==> config.mk <==
export PLATFORM = sky130hd
export DESIGN_NAME = lfsr_bert_ctrl
export DESIGN_NICKNAME = d
export VERILOG_FILES = /design/src/rtl/lfsr_bert_ctrl.sv
export SDC_FILE = /design/constraint.sdc
export NUM_CORES = 1
export LEC_CHECK = 0
export ABC_AREA = 1
export ABC_CLOCK_PERIOD_IN_PS = 14620
export CAP_MARGIN = 15
export CORE_AREA = 4 4 231 166
export CTS_CLUSTER_SIZE = 30
export DETAILED_ROUTE_END_ITERATION = 8
export DIE_AREA = 0 0 235 170
export GPL_ROUTABILITY_DRIVEN = 0
export PLACE_DENSITY = 0.61
export SYNTH_ARGS = -nofsm -noshare
export SYNTH_HDL_FRONTEND = slang
export SYNTH_SLANG_ARGS = --single-unit
==> constraint.sdc <==
create_clock -name clk -period 14.62 [get_ports clk]
set_input_delay 2.193 -clock clk [delete_from_list [all_inputs] [get_ports clk]]
set_output_delay 2.193 -clock clk [all_outputs]
set_load 0.01 [all_outputs]
==> src/rtl/lfsr_bert_ctrl.sv <==
// lfsr_bert_ctrl: BER checker that self-seeds, locks onto and counts errors in a 32-bit LFSR stream
package LFSR_poly;
  localparam logic [31:0] polynomials [4] = '{32'h80000057, 32'h80000062, 32'h80200003, 32'hA3000000};
endpackage

module lfsr_bert_ctrl #(
  parameter int POLY_INDEX   = 0,
  parameter int LOCK_MATCHES = 16,
  parameter int UNLOCK_ERRS  = 8
) (
  input  logic        clk,
  input  logic        aresetn,
  input  logic        start,
  input  logic        abort,
  input  logic [31:0] num_words,
  input  logic [31:0] S_AXIS_TDATA,
  input  logic        S_AXIS_TVALID,
  output logic        S_AXIS_TREADY,
  output logic        busy,
  output logic        locked,
  output logic        done,
  output logic [31:0] word_count,
  output logic [31:0] word_err_count,
  output logic [31:0] bit_err_count,
  output logic [2:0]  state
);
  localparam logic [2:0] S_IDLE = 3'd0, S_ACQ = 3'd1, S_LOCK = 3'd2, S_RUN = 3'd3, S_DONE = 3'd4;
  localparam logic [31:0] POLY = LFSR_poly::polynomials[POLY_INDEX];
  localparam logic [7:0] LM = 8'(LOCK_MATCHES);
  localparam logic [7:0] UE = 8'(UNLOCK_ERRS);

  function automatic logic [31:0] step(input logic [31:0] w);
    return {w[30:0], ^(w & POLY)};
  endfunction

  logic [31:0] expected, nw_q, exp_n, nw_n, wc_n, wec_n, bec_n, diff;
  logic [7:0]  match_run, err_run, mr_n, er_n;
  logic [2:0]  state_n;
  logic [5:0]  pop;
  logic [32:0] bit_sum;
  logic        hit, miss;

  assign S_AXIS_TREADY = 1'b1;
  assign diff    = S_AXIS_TDATA ^ expected;
  assign hit     = diff == '0;
  assign miss    = !hit;
  assign pop     = 6'($countones(diff));
  assign bit_sum = {1'b0, bit_err_count} + {27'd0, pop};

  always_comb begin
    state_n = state;
    exp_n   = expected;
    mr_n    = match_run;
    er_n    = err_run;
    wc_n    = word_count;
    wec_n   = word_err_count;
    bec_n   = bit_err_count;
    nw_n    = nw_q;
    if (abort) state_n = S_IDLE;
    else if (start && !busy) begin
      state_n = S_ACQ;
      wc_n    = '0;
      wec_n   = '0;
      bec_n   = '0;
      nw_n    = num_words;
    end else if (S_AXIS_TVALID) begin
      case (state)
        S_ACQ: begin
          exp_n   = step(S_AXIS_TDATA);
          mr_n    = '0;
          state_n = S_LOCK;
        end
        S_LOCK: begin
          exp_n = step(S_AXIS_TDATA);
          mr_n  = hit ? match_run + 8'd1 : '0;
          if (hit && mr_n == LM) begin
            state_n = S_RUN;
            er_n    = '0;
          end
        end
        S_RUN: begin
          wc_n  = word_count + 32'd1;
          bec_n = bit_sum[32] ? '1 : bit_sum[31:0];
          wec_n = (miss && !(&word_err_count)) ? word_err_count + 32'd1 : word_err_count;
          er_n  = miss ? err_run + 8'd1 : '0;
          // predictor free-runs so a single corrupted word is counted once
          exp_n = step(expected);
          if (miss && er_n == UE) begin
            state_n = S_LOCK;
            exp_n   = step(S_AXIS_TDATA);
            mr_n    = '0;
          end else if (nw_q != '0 && wc_n == nw_q) state_n = S_DONE;
        end
        default: ;
      endcase
    end
  end

  always_ff @(posedge clk or negedge aresetn)
    if (!aresetn) begin
      state          <= S_IDLE;
      busy           <= 1'b0;
      locked         <= 1'b0;
      done           <= 1'b0;
      word_count     <= '0;
      word_err_count <= '0;
      bit_err_count  <= '0;
      expected       <= '1;
      match_run      <= '0;
      err_run        <= '0;
      nw_q           <= '0;
    end else begin
      state          <= state_n;
      busy           <= state_n == S_ACQ || state_n == S_LOCK || state_n == S_RUN;
      locked         <= state_n == S_RUN;
      done           <= state_n == S_DONE;
      word_count     <= wc_n;
      word_err_count <= wec_n;
      bit_err_count  <= bec_n;
      expected       <= exp_n;
      match_run      <= mr_n;
      err_run        <= er_n;
      nw_q           <= nw_n;
    end
endmodule

After elaboration in Yosys (flattened, before gate mapping)

Index checks and enable logic that the tools add are counted.

Word-level logic and storage cells: 116
Output and inout port bits: 103
Register bits after elaboration: 182

Bitwise gates (word level): 3
Reduce and logical (&&, ||, !) cells: 28
$add $sub $neg: 36
Equality and inequality tests: 12
Multiplexer cells: 26

Operator list:

| operator                                             | count |
|---|---|
| 2-to-1 mux 32 bit                                    | 12 |
| adder 32 x 1 -> 32 bit (second input constant)       | 2 |
| case mux 32 bit (2 select lines)                     | 1 |
| XOR reduction 32 bit                                 | 2 |
| adder 32 x 6 -> 33 bit                               | 1 |
| adder 1 x 1 -> 2 bit                                 | 16 |
| equality test 32 bit                                 | 1 |
| logical NOT 32 bit                                   | 1 |
| 2-to-1 mux 8 bit                                     | 4 |
| AND reduction 32 bit                                 | 1 |
| nonzero test 32 bit                                  | 1 |
| XOR 32 bit                                           | 1 |
| adder 2 x 2 -> 3 bit                                 | 8 |
| case mux 8 bit (3 select lines)                      | 1 |
| 2-to-1 mux 3 bit                                     | 6 |
| adder 3 x 3 -> 4 bit                                 | 4 |
| adder 8 x 1 -> 8 bit (second input constant)         | 2 |
| case mux 8 bit (2 select lines)                      | 1 |
| equality test 3 x 2 -> 1 bit (second input constant) | 4 |
| adder 4 x 4 -> 5 bit                                 | 2 |
| AND reduction 5 bit                                  | 2 |
| nonzero test 2 bit                                   | 5 |
| case mux 3 bit (3 select lines)                      | 1 |
| equality test 8 x 4 -> 1 bit (second input constant) | 1 |
| other kinds (14)                                     | 25 |

Longest topological paths before layout

Depth after elaboration: 13
Mapped depth: 31
Mapped depth without buffers: 31

Worst setup path before layout

OpenSTA, ideal clock, no wires.

Path type: in2reg
From: input port S_AXIS_TDATA[16]
To: register bit_err_count[16]
Stages on the path: 28
Arrival time: 7.606 ns
Setup slack: 6.931 ns
Library setup time: 0.083 ns
Required time: 14.537 ns
Path buffers: 1
Path through: or2_1 nand2_1 inv_1 fa_1 inv_1 fa_1 inv_1 fa_1 fa_1 inv_1 fa_1 fa_1 fa_1 inv_1 fa_1 nand4_1 nand3_1 nand2_1 nand2_1 nand2_2 nor2_4 nand2_1 inv_1 nand3_2 nor2_2 buf_4 o21ai_0 o21ai_0

Longest elaborated chain between the ends: 11

Ends and longest elaborated chain:

| element                                    | RTL line | source |
|---|---|---|
| start, declared                            | 16       | `input logic [31:0] S_AXIS_TDATA,` |
| XOR 32 bit                                 | 44       | `assign diff = S_AXIS_TDATA ^ expected;` |
| adder 1 x 1 -> 2 bit (not written as such) | 47       | `assign pop = 6'($countones(diff));` |
| adder 2 x 2 -> 3 bit (not written as such) | 47       |  |
| adder 3 x 3 -> 4 bit (not written as such) | 47       |  |
| adder 4 x 4 -> 5 bit (not written as such) | 47       |  |
| adder 5 x 5 -> 6 bit (not written as such) | 47       |  |
| adder 32 x 6 -> 33 bit                     | 48       | `assign bit_sum = {1'b0, bit_err_count} + {27'd0, pop};` |
| 2-to-1 mux 32 bit                          | 83       | `bec_n = bit_sum[32] ? '1 : bit_sum[31:0];` |
| 2-to-1 mux 32 bit                          | 67       | `case (state)` |
| 2-to-1 mux 32 bit                          | 66       | `end else if (S_AXIS_TVALID) begin` |
| 2-to-1 mux 32 bit                          | 60       | `else if (start && !busy) begin` |
| end signal, assigned                       | 119      | `bit_err_count <= bec_n;` |
| end, declared                              | 24       | `output logic [31:0] bit_err_count,` |

Every way passes these cells. The select of a mux whose other input is x is not followed.
A chain may end at the register's enable or synchronous reset.

Worst setup path in the final report

From: input port S_AXIS_TDATA[16]
To: register bit_err_count[10]

The elaborated chain is that of the path after synthesis.

==> run metrics <==
origin of the worst setup path S_AXIS_TDATA[16]; type of element capturing the critical path flop; Crit path largest cell delay around 0.53 ns; buffering stage count on the worst path with inverters included 7; hold buffers post-CTS 0; DRT Pass-1 Iters 5; Crit Path Category in2reg; setup slack, reg-to-reg roughly 8.0 ns; switching pwr 1.41 mW; endpoint required time on the critical path 14.97 ns; final number of setup-violating endpoints 0; total routing resource utilization after global routing 19.1%; Flop pwr share a little over a fifth; total clock buffers created by CTS 17; syn_nets 1866; final standard cell utilization of the core 42.0%; area of the placeable core 0.0364 mm2; dominant register cell in the synthesized netlist sky130_fd_sc_hd__dfrtp_1; share of final-layout standard cells stronger than drive strength 1 6.84%; DRC marker count from the first detailed-route iteration 1099; main area contributors after synthesis sky130_fd_sc_hd__dfrtp_1, sky130_fd_sc_hd__nand2_1, sky130_fd_sc_hd__inv_1, sky130_fd_sc_hd__dfstp_2, sky130_fd_sc_hd__o21ai_0; clock-pin slew on the worst setup and hold paths 0.07 ns; post-route non-filler standard cell count 2403; proportion of power drawn by the clock network 15.7%; worst slack at placement 5.78 ns; number of buffers on the longest clock path 2; sum of routed wire length over all layers 38600 um; DR vias 12100; biggest fanout along the worst timing path 13; latest clock arrival within the worst-skew pair 0.46 ns; Root Driver sky130_fd_sc_hd__clkbuf_16; slack of the critical path 6.18 ns; placed cell count ~2400; Worst path most repeated cell sky130_fd_sc_hd__fa_1; CP arrival between 8 and 9 ns; startpoint of the worst-slack reg-to-reg timing path expected[0]$_DFFE_PN1P_; clock skew after layout 0.0158 ns; number of cells on the worst hold path 1; Nets 2016; Final Cycle Share 57.7%; proportion of power drawn by combinational gates between 60% and 70%; relative slew slack 26.9%; Critical Path End bit_err_count[10]$_DFFE_PN0P_; Reg2Reg Depth 25; switching portion of total power a little under half; post-placement cell area around 0.015 mm2; sort of element at the start of the critical path primary input; synthesized area per cell 7.13 um2; total of max-cap violations 0; WL/cell 16.1 um; number of antenna violations at the first check in global routing 1; drt drc 0; capturing point of the worst reg2reg path bit_err_count[10]$_DFFE_PN0P_; Pleak 6.84 nW; first-pass GRT wire length 61800 um; Critical Path Slowest Stage Cell sky130_fd_sc_hd__fa_1; CTS H-Tree Depth 4; aggregate negative setup slack 0 ns; EDFF count, synth 0; shortest clock period the worst path allows after layout 8.44 ns; status completed; share of Yosys cell area claimed by the top area cell type 30.0%; remaining global-route overflow 0; area of all placed cells without fillers around 0.015 mm2; most used cells in the layout excluding fill and tap cells sky130_fd_sc_hd__nand2_1, sky130_fd_sc_hd__inv_1, sky130_fd_sc_hd__clkdlybuf4s50_1, sky130_fd_sc_hd__nor2_1, sky130_fd_sc_hd__dfrtp_1; async set-reset flop share out of synthesis 100%; launch point of the worst hold path word_err_count[16]$_DFFE_PN0P_; number of max-slew violations in the final report 0; unrepaired setup endpoints after global routing no; # IOs 172; Clock Sinks 182; Yosys top cell by area sky130_fd_sc_hd__dfrtp_1; Max Clk Rate 118 MHz; starting utilization of the core area 34.3%; die boundary width 235 um; total count of hold-check failures in the final report 0; most common cell after layout, fill and taps aside sky130_fd_sc_hd__nand2_1; input/output buffers 170; pin count of the biggest net entering global routing approximately 110; Pwr Density 200 mW/mm2; transition time of the tightest slew-check pin 1.10 ns; Die ar. 0.0400 mm2; Via density 5.01; top cell family by delay on the critical path adder cells; clock tree from TritonCTS yes; number of rows created at floorplan roughly 60; vias in the first global route 11200; synthesis-to-finish area growth 22.2%; post-route ant nets 0; die boundary height roughly 170 um; peak ir drop on the vdd network 0.370 mV; total number of cells along the worst setup path 28; Unique masters post-synth 57; FF+latch count, synth 182; total half-perimeter wirelength after legalization and detailed placement 28900 um; total setup buffers inserted after CTS 0; Syn. warnings 0; Int Pwr ~1.7 mW; post-CTS sizing 0; synthesized cell area 0.0125 mm2; gate count of the mapped netlist between 1500 and 2000; proportion of synthesized chip area in sequential cells a little under two fifths; type of the worst min-delay path reg2reg
[final cells by class]
type / instances / area [um2]
Timing Repair Buffer: 177 / 1760
Tap cell: 488 / 611
Clock buffer: 17 / 425
Inverter: 249 / 935
Fill cell: 3707 / 21100
Clock inverter: 14 / 166
Sequential cell: 182 / 4590
Antenna cell: 1 / 2.50
Multi-Input combinational cell: 1275 / 6780
[cell usage after synthesis (3+ instances only)]
master / instances
sky130_fd_sc_hd__inv_2: 5
sky130_fd_sc_hd__o31ai_1: 7
sky130_fd_sc_hd__dfstp_2: 32
sky130_fd_sc_hd__nand3b_1: 17
sky130_fd_sc_hd__nand2_1: 513
sky130_fd_sc_hd__buf_1: 5
sky130_fd_sc_hd__clkbuf_1: 27
sky130_fd_sc_hd__or2_2: 3
sky130_fd_sc_hd__a21oi_1: 75
sky130_fd_sc_hd__buf_4: 3
sky130_fd_sc_hd__ha_1: 19
sky130_fd_sc_hd__nor2_4: 12
sky130_fd_sc_hd__a31oi_1: 4
sky130_fd_sc_hd__nor2_2: 8
sky130_fd_sc_hd__a21o_1: 3
sky130_fd_sc_hd__nor3_1: 42
sky130_fd_sc_hd__nand4_1: 21
sky130_fd_sc_hd__o22ai_1: 48
sky130_fd_sc_hd__nand2_2: 9
sky130_fd_sc_hd__xnor3_1: 4
sky130_fd_sc_hd__dfrtp_1: 150
sky130_fd_sc_hd__xnor2_1: 14
sky130_fd_sc_hd__buf_2: 9
sky130_fd_sc_hd__nor2_1: 156
sky130_fd_sc_hd__o21a_1: 3
sky130_fd_sc_hd__a22o_1: 3
sky130_fd_sc_hd__nand3_2: 6
sky130_fd_sc_hd__inv_1: 243
sky130_fd_sc_hd__o21ai_0: 127
sky130_fd_sc_hd__o21ai_1: 10
sky130_fd_sc_hd__fa_1: 26
sky130_fd_sc_hd__nand2_4: 4
sky130_fd_sc_hd__nand3_1: 87
sky130_fd_sc_hd__xor2_1: 28
[logic make-up after synthesis]
kind of cell | after synthesis | share of synthesized area [%]
AO/OA/AOI/OAI | 288 | 12.6
XOR/XNOR | 47 | 3.80
flip-flops | 182 | 36.8
buffers and inverters | 295 | 9.16
multiplexers | 1 | 0.0901
other | 1 | 0.0300
AND/OR/NAND/NOR | 893 | 31.5
adder cells (fa/ha/maj) | 45 | 6.07
[flip-flops by register name, summed over array words and instances, names as in the netlist, 3 cells and up]
signal / cells
match_run: 8
nw_q: 32
word_err_count: 32
expected: 32
bit_err_count: 32
err_run: 8
word_count: 32
state: 3
[power by group through the flow]
stage                     clock [mW]  combinational, mW  sequential (mW)
after global routing           0.517               2.26            0.684
after detailed placement           0               1.92            0.679
after CTS                      0.494               1.93            0.671
after floorplan                    0               1.47            0.656
after global placement             0               1.91            0.678
final                          0.481               1.90            0.673
[worst min path at each step]
stage,slack [ns],end
6_report,0.50,word_err_count[16]$_DFFE_PN0P_
5_1_grt,0.53,match_run[7]$_DFFE_PN0P_
4_1_cts,0.50,expected[23]$_DFFE_PN1P_
3_5_place_dp,0.48,match_run[7]$_DFFE_PN0P_
3_3_place_gp,0.48,match_run[7]$_DFFE_PN0P_
2_1_floorplan,0.46,match_run[7]$_DFFE_PN0P_
[stage by stage]
step                      hold WS [ns]  power (mW)
after floorplan                  0.459        2.13
after global placement           0.478        2.58
after detailed placement         0.485        2.60
after CTS                        0.501        3.10
after global routing             0.526        3.46
final                            0.502        3.06
[per-layer routing]
metal / vias up / wire [um] / part of all wire (%) / track usage (%)
li1: 5924 / - / - / -
met1: 5717 / 18800 / 49 / 28.3
met2: 379 / 16000 / 41 / 27.7
met3: 30 / 3260 / 8.4 / 5.49
met4: 0 / 512 / 1.3 / 4.49
met5: - / 0 / 0 / 0
No activity file was read; power rests on OpenSTA's default activity.
